## config.mk

```make
export PLATFORM = sky130hd
export DESIGN_NAME = tristate_bus_demux_flat
export DESIGN_NICKNAME = d
export VERILOG_FILES = /design/src/rtl/tristate_bus_demux_pkg.sv /design/src/rtl/tristate_bus_demux_if.sv /design/src/rtl/tristate_bus_demux_hold_reg.sv /design/src/rtl/tristate_bus_demux.sv /design/src/flat_wrapper.sv
export SDC_FILE = /design/constraint.sdc
export NUM_CORES = 1
export LEC_CHECK = 0
export CORE_MARGIN = 2
export CORE_UTILIZATION = 41
export CTS_BUF_LIST = sky130_fd_sc_hd__clkbuf_8 sky130_fd_sc_hd__clkbuf_16
export DETAILED_ROUTE_END_ITERATION = 6
export PLACE_DENSITY = 0.84
export SETUP_SLACK_MARGIN = 0.5
export SLEW_MARGIN = 10
export SYNTH_ARGS = -nofsm -noshare
export SYNTH_HDL_FRONTEND = slang
export SYNTH_SLANG_ARGS = --single-unit
```

## constraint.sdc

```tcl
create_clock -name clk -period 1.3 [get_ports clk]
set_input_delay 0.26 -clock clk [delete_from_list [all_inputs] [get_ports clk]]
set_output_delay 0.26 -clock clk [all_outputs]
set_load 0.05 [all_outputs]
```

## src/rtl/tristate_bus_demux_pkg.sv

```systemverilog
// ----------------------------------------------------------------------------
// tristate_demux_pkg
// Shared definitions for the tri-state bus demultiplexer:
//   - state_t   : switch sequencer states (RUN, DRAIN, DEAD, SWITCH)
//   - TA_CNT_W  : width of the turnaround dead-cycle counter
//   - sel_valid : true when a requested channel index exists
// ----------------------------------------------------------------------------
package tristate_demux_pkg;

    typedef enum logic [1:0] {
        RUN    = 2'd0,
        DRAIN  = 2'd1,
        DEAD   = 2'd2,
        SWITCH = 2'd3
    } state_t;

    localparam int TA_CNT_W = 4;

    // A channel request is only honoured when it names an existing lane.
    function automatic logic sel_valid(input logic [7:0] sel, input int nout);
        return (int'(sel) < nout);
    endfunction

endpackage

```

## src/rtl/tristate_bus_demux_if.sv

```systemverilog
// ----------------------------------------------------------------------------
// tristate_bus_demux_if
// Groups the shared-bus side and the per-channel output side of the demux.
//   bus_data/bus_valid/bus_ready : shared bus beat handshake
//   sel                          : requested destination channel
//   out_data/out_valid/out_ready : NOUT channel lanes (lane i = [i*WIDTH +: WIDTH])
//   active_sel/busy/err_x        : status
// Modports:
//   master : the environment (drives bus, sel and per-lane ready)
//   slave  : the demux itself
// ----------------------------------------------------------------------------
interface tristate_bus_demux_if #(
    parameter int WIDTH = 8,
    parameter int NOUT  = 2
);
    localparam int SELW = (NOUT > 1) ? $clog2(NOUT) : 1;

    logic [WIDTH-1:0]      bus_data;
    logic                  bus_valid;
    logic                  bus_ready;
    logic [SELW-1:0]       sel;
    logic [NOUT*WIDTH-1:0] out_data;
    logic [NOUT-1:0]       out_valid;
    logic [NOUT-1:0]       out_ready;
    logic [SELW-1:0]       active_sel;
    logic                  busy;
    logic                  err_x;

    modport master (
        output bus_data, bus_valid, sel, out_ready,
        input  bus_ready, out_data, out_valid, active_sel, busy, err_x
    );

    modport slave (
        input  bus_data, bus_valid, sel, out_ready,
        output bus_ready, out_data, out_valid, active_sel, busy, err_x
    );

endinterface

```

## src/rtl/tristate_bus_demux_hold_reg.sv

```systemverilog
// ----------------------------------------------------------------------------
// demux_hold_reg
// Single-entry valid/ready holding register. A load and a drain may happen in
// the same cycle, giving full throughput. Stored data returns to zero when
// the entry drains without a replacement so an idle lane reads as zero.
// Ports:
//   clk, rst          : clock, synchronous active-high reset
//   in_data, in_valid : beat to load (in_valid must already include in_ready)
//   in_ready          : entry can take a beat this cycle
//   out_data, out_valid, out_ready : held beat and its consumer handshake
// ----------------------------------------------------------------------------
module demux_hold_reg #(
    parameter int WIDTH = 8
) (
    input  logic             clk,
    input  logic             rst,
    input  logic [WIDTH-1:0] in_data,
    input  logic             in_valid,
    output logic             in_ready,
    output logic [WIDTH-1:0] out_data,
    output logic             out_valid,
    input  logic             out_ready
);

    logic             full_r;
    logic [WIDTH-1:0] data_r;

    // Space exists when empty or when the current entry leaves this cycle.
    assign in_ready  = !full_r || out_ready;
    assign out_data  = data_r;
    assign out_valid = full_r;

    // Entry storage: load wins over drain, drain clears, otherwise hold.
    always_ff @(posedge clk) begin
        if (rst) begin
            full_r <= 1'b0;
            data_r <= '0;
        end else if (in_valid) begin
            full_r <= 1'b1;
            data_r <= in_data;
        end else if (full_r && out_ready) begin
            full_r <= 1'b0;
            data_r <= '0;
        end else begin
            full_r <= full_r;
            data_r <= data_r;
        end
    end

endmodule

```

## src/rtl/tristate_bus_demux.sv

```systemverilog
// ----------------------------------------------------------------------------
// tristate_bus_demux
// Samples a shared tri-state bus and steers each accepted beat to one of NOUT
// channels through a single-entry holding register. Channel changes follow a
// break-before-make sequence RUN -> DRAIN -> DEAD (TURNAROUND cycles) ->
// SWITCH -> RUN, so at most one lane is ever valid and the new lane sees no
// beat until the old one has drained and the dead time has elapsed.
// Ports:
//   clk, rst : clock, synchronous active-high reset
//   bus      : tristate_bus_demux_if.slave (bus handshake, sel, lanes, status)
// Optional feature (macro TRISTATE_DEMUX_XCHECK_EN):
//   defined   : err_x becomes a sticky flag set when an accepted beat carries
//               X/Z bits; the beat is still forwarded.
//   undefined : err_x is tied low.
// ----------------------------------------------------------------------------
module tristate_bus_demux
    import tristate_demux_pkg::*;
#(
    parameter int WIDTH      = 8,
    parameter int NOUT       = 2,
    parameter int TURNAROUND = 1
) (
    input  logic               clk,
    input  logic               rst,
    tristate_bus_demux_if.slave bus
);

    localparam int SELW = (NOUT > 1) ? $clog2(NOUT) : 1;

    state_t                state_r;
    state_t                state_s;
    logic [TA_CNT_W-1:0]   cnt_r;
    logic [TA_CNT_W-1:0]   cnt_s;
    logic [SELW-1:0]       active_sel_r;
    logic [SELW-1:0]       active_sel_s;

    logic                  sel_ok_s;
    logic                  switch_req_s;
    logic                  lane_ready_s;
    logic                  hold_ready_s;
    logic                  accept_s;
    logic                  hold_valid_s;
    logic [WIDTH-1:0]      hold_data_s;

    // Only the connected lane's ready matters; the others are ignored.
    assign lane_ready_s = bus.out_ready[active_sel_r];

    // Out-of-range requests behave as if sel matched active_sel.
    assign sel_ok_s     = sel_valid(8'(bus.sel), NOUT);
    assign switch_req_s = sel_ok_s && (bus.sel != active_sel_r);

    // Intake closes in the very cycle a switch is requested, so no beat can
    // be captured for the old channel once the sequence has started.
    assign bus.bus_ready = (state_r == RUN) && !switch_req_s && hold_ready_s;
    assign accept_s      = bus.bus_valid && bus.bus_ready;

    assign bus.busy       = (state_r != RUN);
    assign bus.active_sel = active_sel_r;

    demux_hold_reg #(
        .WIDTH(WIDTH)
    ) u_hold (
        .clk      (clk),
        .rst      (rst),
        .in_data  (bus.bus_data),
        .in_valid (accept_s),
        .in_ready (hold_ready_s),
        .out_data (hold_data_s),
        .out_valid(hold_valid_s),
        .out_ready(lane_ready_s)
    );

    // Sequencer state, dead-cycle counter and connected channel registers.
    always_ff @(posedge clk) begin
        if (rst) begin
            state_r      <= RUN;
            cnt_r        <= '0;
            active_sel_r <= '0;
        end else begin
            state_r      <= state_s;
            cnt_r        <= cnt_s;
            active_sel_r <= active_sel_s;
        end
    end

    // Next-state logic for the break-before-make switch sequence.
    always_comb begin
        state_s      = state_r;
        cnt_s        = cnt_r;
        active_sel_s = active_sel_r;
        case (state_r)
            RUN: begin
                if (switch_req_s) begin
                    state_s = DRAIN;
                end else begin
                    state_s = RUN;
                end
            end
            DRAIN: begin
                // Leave once the buffer is empty or empties on this edge.
                if (!hold_valid_s || lane_ready_s) begin
                    if (TURNAROUND > 0) begin
                        state_s = DEAD;
                        cnt_s   = TA_CNT_W'(TURNAROUND - 1);
                    end else begin
                        state_s = SWITCH;
                    end
                end else begin
                    state_s = DRAIN;
                end
            end
            DEAD: begin
                if (cnt_r == {TA_CNT_W{1'b0}}) begin
                    state_s = SWITCH;
                end else begin
                    cnt_s   = cnt_r - {{(TA_CNT_W-1){1'b0}}, 1'b1};
                    state_s = DEAD;
                end
            end
            SWITCH: begin
                // The request present now wins, even if it changed during
                // DRAIN/DEAD or returned to the original channel.
                if (sel_ok_s) begin
                    active_sel_s = bus.sel;
                end else begin
                    active_sel_s = active_sel_r;
                end
                state_s = RUN;
            end
            default: begin
                state_s = RUN;
            end
        endcase
    end

    // Lane steering: the connected lane carries the held beat, all other
    // lanes read zero (the released equivalent of a floating driver).
    always_comb begin
        bus.out_data  = '0;
        bus.out_valid = '0;
        for (int i = 0; i < NOUT; i++) begin
            if ((SELW'(i) == active_sel_r) && (state_r != DEAD)) begin
                bus.out_valid[i]               = hold_valid_s;
                bus.out_data[i*WIDTH +: WIDTH] = hold_data_s;
            end else begin
                bus.out_valid[i]               = 1'b0;
                bus.out_data[i*WIDTH +: WIDTH] = '0;
            end
        end
    end

`ifdef TRISTATE_DEMUX_XCHECK_EN
    logic err_x_r;

    // Sticky flag for X/Z (contention or undriven) seen on an accepted beat.
    always_ff @(posedge clk) begin
        if (rst) begin
            err_x_r <= 1'b0;
        end else if (accept_s && ((^bus.bus_data) === 1'bx)) begin
            err_x_r <= 1'b1;
        end else begin
            err_x_r <= err_x_r;
        end
    end

    assign bus.err_x = err_x_r;

`ifndef SYNTHESIS
    // Simulation report for an X/Z beat.
    always @(posedge clk) begin
        if (!rst && accept_s && ((^bus.bus_data) === 1'bx)) begin
            $error("tristate_bus_demux: X/Z on bus_data at accepted beat");
        end
    end
`endif
`else
    assign bus.err_x = 1'b0;
`endif

endmodule
```

## src/flat_wrapper.sv

```systemverilog
// flat-port wrapper written by rule: the top's interface ports become plain ports
module tristate_bus_demux_flat import tristate_demux_pkg::*;
#(
    parameter int WIDTH      = 8,
    parameter int NOUT       = 2,
    parameter int TURNAROUND = 1
)
  (clk, rst, bus_bus_data, bus_bus_valid, bus_sel, bus_out_ready, bus_bus_ready, bus_out_data, bus_out_valid, bus_active_sel, bus_busy, bus_err_x);
  tristate_bus_demux_if #(.WIDTH(WIDTH), .NOUT(NOUT)) bus_i ();
  input  logic clk;
  input  logic rst;
  input wire logic [$bits(bus_i.bus_data)-1:0] bus_bus_data;
  input wire logic [$bits(bus_i.bus_valid)-1:0] bus_bus_valid;
  input wire logic [$bits(bus_i.sel)-1:0] bus_sel;
  input wire logic [$bits(bus_i.out_ready)-1:0] bus_out_ready;
  output wire logic [$bits(bus_i.bus_ready)-1:0] bus_bus_ready;
  output wire logic [$bits(bus_i.out_data)-1:0] bus_out_data;
  output wire logic [$bits(bus_i.out_valid)-1:0] bus_out_valid;
  output wire logic [$bits(bus_i.active_sel)-1:0] bus_active_sel;
  output wire logic [$bits(bus_i.busy)-1:0] bus_busy;
  output wire logic [$bits(bus_i.err_x)-1:0] bus_err_x;
  assign bus_i.bus_data = bus_bus_data;
  assign bus_i.bus_valid = bus_bus_valid;
  assign bus_i.sel = bus_sel;
  assign bus_i.out_ready = bus_out_ready;
  assign bus_bus_ready = bus_i.bus_ready;
  assign bus_out_data = bus_i.out_data;
  assign bus_out_valid = bus_i.out_valid;
  assign bus_active_sel = bus_i.active_sel;
  assign bus_busy = bus_i.busy;
  assign bus_err_x = bus_i.err_x;
  tristate_bus_demux #(.WIDTH(WIDTH), .NOUT(NOUT), .TURNAROUND(TURNAROUND)) u_core (.clk(clk), .rst(rst), .bus(bus_i));
endmodule
```

==> flow_summary.yaml <==
hold_path:
  hold_class: "in2reg"
yosys:
  synth_commonest_cells: "16 x dfxtp_1, 12 x inv_1"
  synth_cells: 128
  syn_nets: 143
  syn_area_per_cell_um2: 8.47
  synth_area_leader_cell: "dfxtp_1"
  synth_most_common_cell: "dfxtp_1"
  syn_area_um2: 1080
  ys_seq_area_share_pct: 29.5
  synth-main-ff-cell: "dfxtp_1"
  ys_ff_latch: 16
  synth_warnings: 0
  ys_types: 36
  synth_edf_count: 0
  yosysTopAreaCellShare_pct: 29.5
  synthTopCellsByArea: "dfxtp_1 30%, o211ai_2 9.2%, nand4b_1 7.3%"
  async_flop_share_pct: 0
sta:
  hold_viol: 0
  maxSlewViolCount: 0
  finalClockSkew_ns: 0.00714
  timing.final.crit_share_pct: 125
  fin_crit_ns: 1.62
  rsz0062_at_grt: "true"
  tns_ns: -8.42
  setup_viol: 36
  fmax_mhz: 618
  setup_ws_ns: -0.319
critical_path:
  critical_path_buf_inv_count: 3
  crit_top_cell: "buf_4"
  r2r_slack_ns: -0.32
  critical_path.endpoint_type: "flip-flop"
  cp_max_fo: 8
  cp_top_family: "compound AO/OA/AOI/OAI gates"
  critPathLaunch: "u_core.bus.active_sel$_SDFFE_PP0N_"
  worstPathRequired_ns: 1.48
  critical_path_class: "reg2reg"
  crit_chain: "mux2i_2 -> buf_4 -> buf_4 -> buf_6 -> a211o_4 -> o211ai_2"
  rr_startpoint: "u_core.bus.active_sel$_SDFFE_PP0N_"
  endpoint: "u_core.u_hold.out_data[5]$_SDFFE_PP0P_"
  path_depth: 6
  cpPeakStageDelay_ns: 0.40
  worstSetupStartpointType: "flip-flop"
  reg2reg_depth: 6
  worstPathArrival_ns: 1.80
  critPathSlowestCell: "a211o_4"
  r2r_end: "u_core.u_hold.out_data[5]$_SDFFE_PP0P_"
pwr:
  power.density_nw_per_um2: 899
  power.total_mw: 2.04
  power.leakage_nw: 0.974
  swShare_pct: 37.3
  p_switching_mw: 0.759
  p_seq_share_pct: 28.9
  intPower_mw: 1.28
  clockPowerShare_pct: 23.7
  combPwrFrac_pct: 47.4
  irDropWorstVdd_mv: 1.02
detailed_routing:
  drtIter0Drc: 82
  vias: 1430
  drc: 0
  wl_met2_um: 2600
  route.met3.wl_um: 489
  via_per_inst: 6.44
  wire_per_inst_um: 24.3
  first_pass_iters: 4
  totalWireLength_um: 5390
  top_layer: "met4"
  wirelength_met1_um: 1970
  final_antenna_net_count: 0
clocking:
  holdBufCountCts: 0
  clkTransAtPathRegs_ns: 0.08
  cts_tree: "done"
  clk_path_buf_depth: 2
  numCtsBuffers: 3
  clock-sinks: 16
  h-tree-depth: 1
  clock_latency_ns: 0.26
  cts_root_buf: "clkbuf_8"
floorplan:
  die_h_um: 55.4
  coreArea_um2: 2500
  die_w_um: 55.4
  num_rows: 18
  initial_core_util_pct: 43.4
  die_area_um2: 3070
  ios: 36
global_routing:
  grt_pass1_wl_um: 7730
  grt_pass1_vias: 1400
  antenna_found_initial: 0
  track_usage_pct: 32.9
  grt_max_degree: 27
  grt-ovfl-total: 0
final_layout:
  nets: 208
  multi_input_area_um2: 936
  drive_above_1_share_pct: 63.0
  num_antenna_cells: 0
  final_cell_area_um2: 2270
  sequential_cell_area_um2: 335
  syn_to_final_growth_pct: 109
  fillCellCount: 82
  fin_util_pct: 90.6
place:
  place_ws_ns: -0.494
  io_buffers: 34
  gp_congestion: 0.871
  dpl_cell_area_um2: 1880
  hpwl_um: 2410
status:
  violations: "setup timing"
  status: "finished, violations left"
job:
  maxCapViolCount: 0
-- worst min-delay path by stage --
stage,to,cells past startpoint,start
after detailed placement,u_core.cnt_r[1]$_SDFFE_PP0P_,2,u_core.cnt_r[1]$_SDFFE_PP0P_
after global placement,u_core.cnt_r[1]$_SDFFE_PP0P_,2,u_core.cnt_r[1]$_SDFFE_PP0P_
final,u_core.bus.active_sel$_SDFFE_PP0N_,3,bus_sel
after global routing,u_core.bus.active_sel$_SDFFE_PP0N_,3,bus_sel
after floorplan,u_core.bus.active_sel$_SDFFE_PP0N_,2,bus_sel
after CTS,u_core.bus.active_sel$_SDFFE_PP0N_,3,bus_sel
-- kinds of logic (layout without fill, tap and decap cells) --
| kind of cell | after synthesis | after routing | share of synthesized area, % |
|---|---|---|---|
| mux | 3 | 3 | 2.77 |
| xor+xnor | 1 | 1 | 0.808 |
| simple gates | 54 | 56 | 33.4 |
| buf+inv | 23 | 85 | 9.00 |
| flops | 16 | 16 | 29.5 |
| fa+ha+maj | 1 | 1 | 1.15 |
| compound gates | 29 | 29 | 23.0 |
| other cells | 1 | 1 | 0.346 |
-- metrics by stage --
step | hold WS [ns] | cells
final | 0.486 | 222
after global routing | 0.489 | 222
after CTS | 0.515 | 216
after detailed placement | 0.505 | 201
after global placement | 0.479 | 201
after floorplan | 0.403 | 128
-- per-layer routing --
layer | up-vias | track usage [%]
met4 | 0 | 17.8
met2 | 127 | 54.9
met5 | - | 0
met3 | 42 | 5.62
met1 | 672 | 40.1
li1 | 589 | -
-- placed cells by master (no fill, tap or decap), types with 2 or more instances in the layout --
cell type | Yosys | routed
nand2b_4 | 0 | 2
buf_4 | 1 | 21
inv_1 | 12 | 11
dfxtp_4 | 0 | 3
and3_4 | 0 | 9
buf_12 | 0 | 20
dfxtp_1 | 16 | 10
buf_6 | 1 | 14
mux2i_1 | 3 | 2
nor2_1 | 6 | 3
a211oi_2 | 0 | 2
clkdlybuf4s50_1 | 0 | 8
clkbuf_8 | 0 | 4
and2_4 | 0 | 9
nor3b_1 | 9 | 8
o21ai_1 | 8 | 8
or4_4 | 0 | 2
dlygate4sd2_1 | 0 | 5
nor2_4 | 0 | 3
dfxtp_2 | 0 | 3
o211ai_2 | 8 | 8
nand4b_1 | 9 | 9
-- state kept, by name (all words and copies together) (netlist names), named ones only --
| signal | flops |
|---|---|
| u_core.bus.active_sel | 1 |
| u_core.cnt_r | 4 |
| u_core.u_hold.out_data | 8 |
| u_core.state_r | 1 |
| u_core.u_hold.out_valid | 1 |
-- what timing repair did --
item / CTS / global route
setup endpoints to repair: 37 / 37
pin swaps: 25 / 11
gates cloned: 3 / 0
resized for setup: 43 / 11
setup buffers: 8 / 6
-- power by group through the flow --
stage	sequential, mW	combinational (mW)	clock, mW
5_1_grt	0.590	0.987	0.489
4_1_cts	0.576	0.832	0.453
3_3_place_gp	0.573	0.653	0
6_report	0.589	0.965	0.482
2_1_floorplan	0.577	0.387	0
3_5_place_dp	0.576	0.677	0
-- tightest hold or removal path: stages --
cell and delay [ns]:
dlygate4sd2_1 0.26, mux2i_1 0.10, nor2_1 0.09
-- layout make-up --
type,instances,share of cell area (%)
clock buffers,4,2.43
flip-flops and latches,16,14.8
well taps,30,1.66
inverters,12,2.10
repair buffers,69,37.7
multi-input cells,91,41.3
Power figures use the tool's default switching activity.
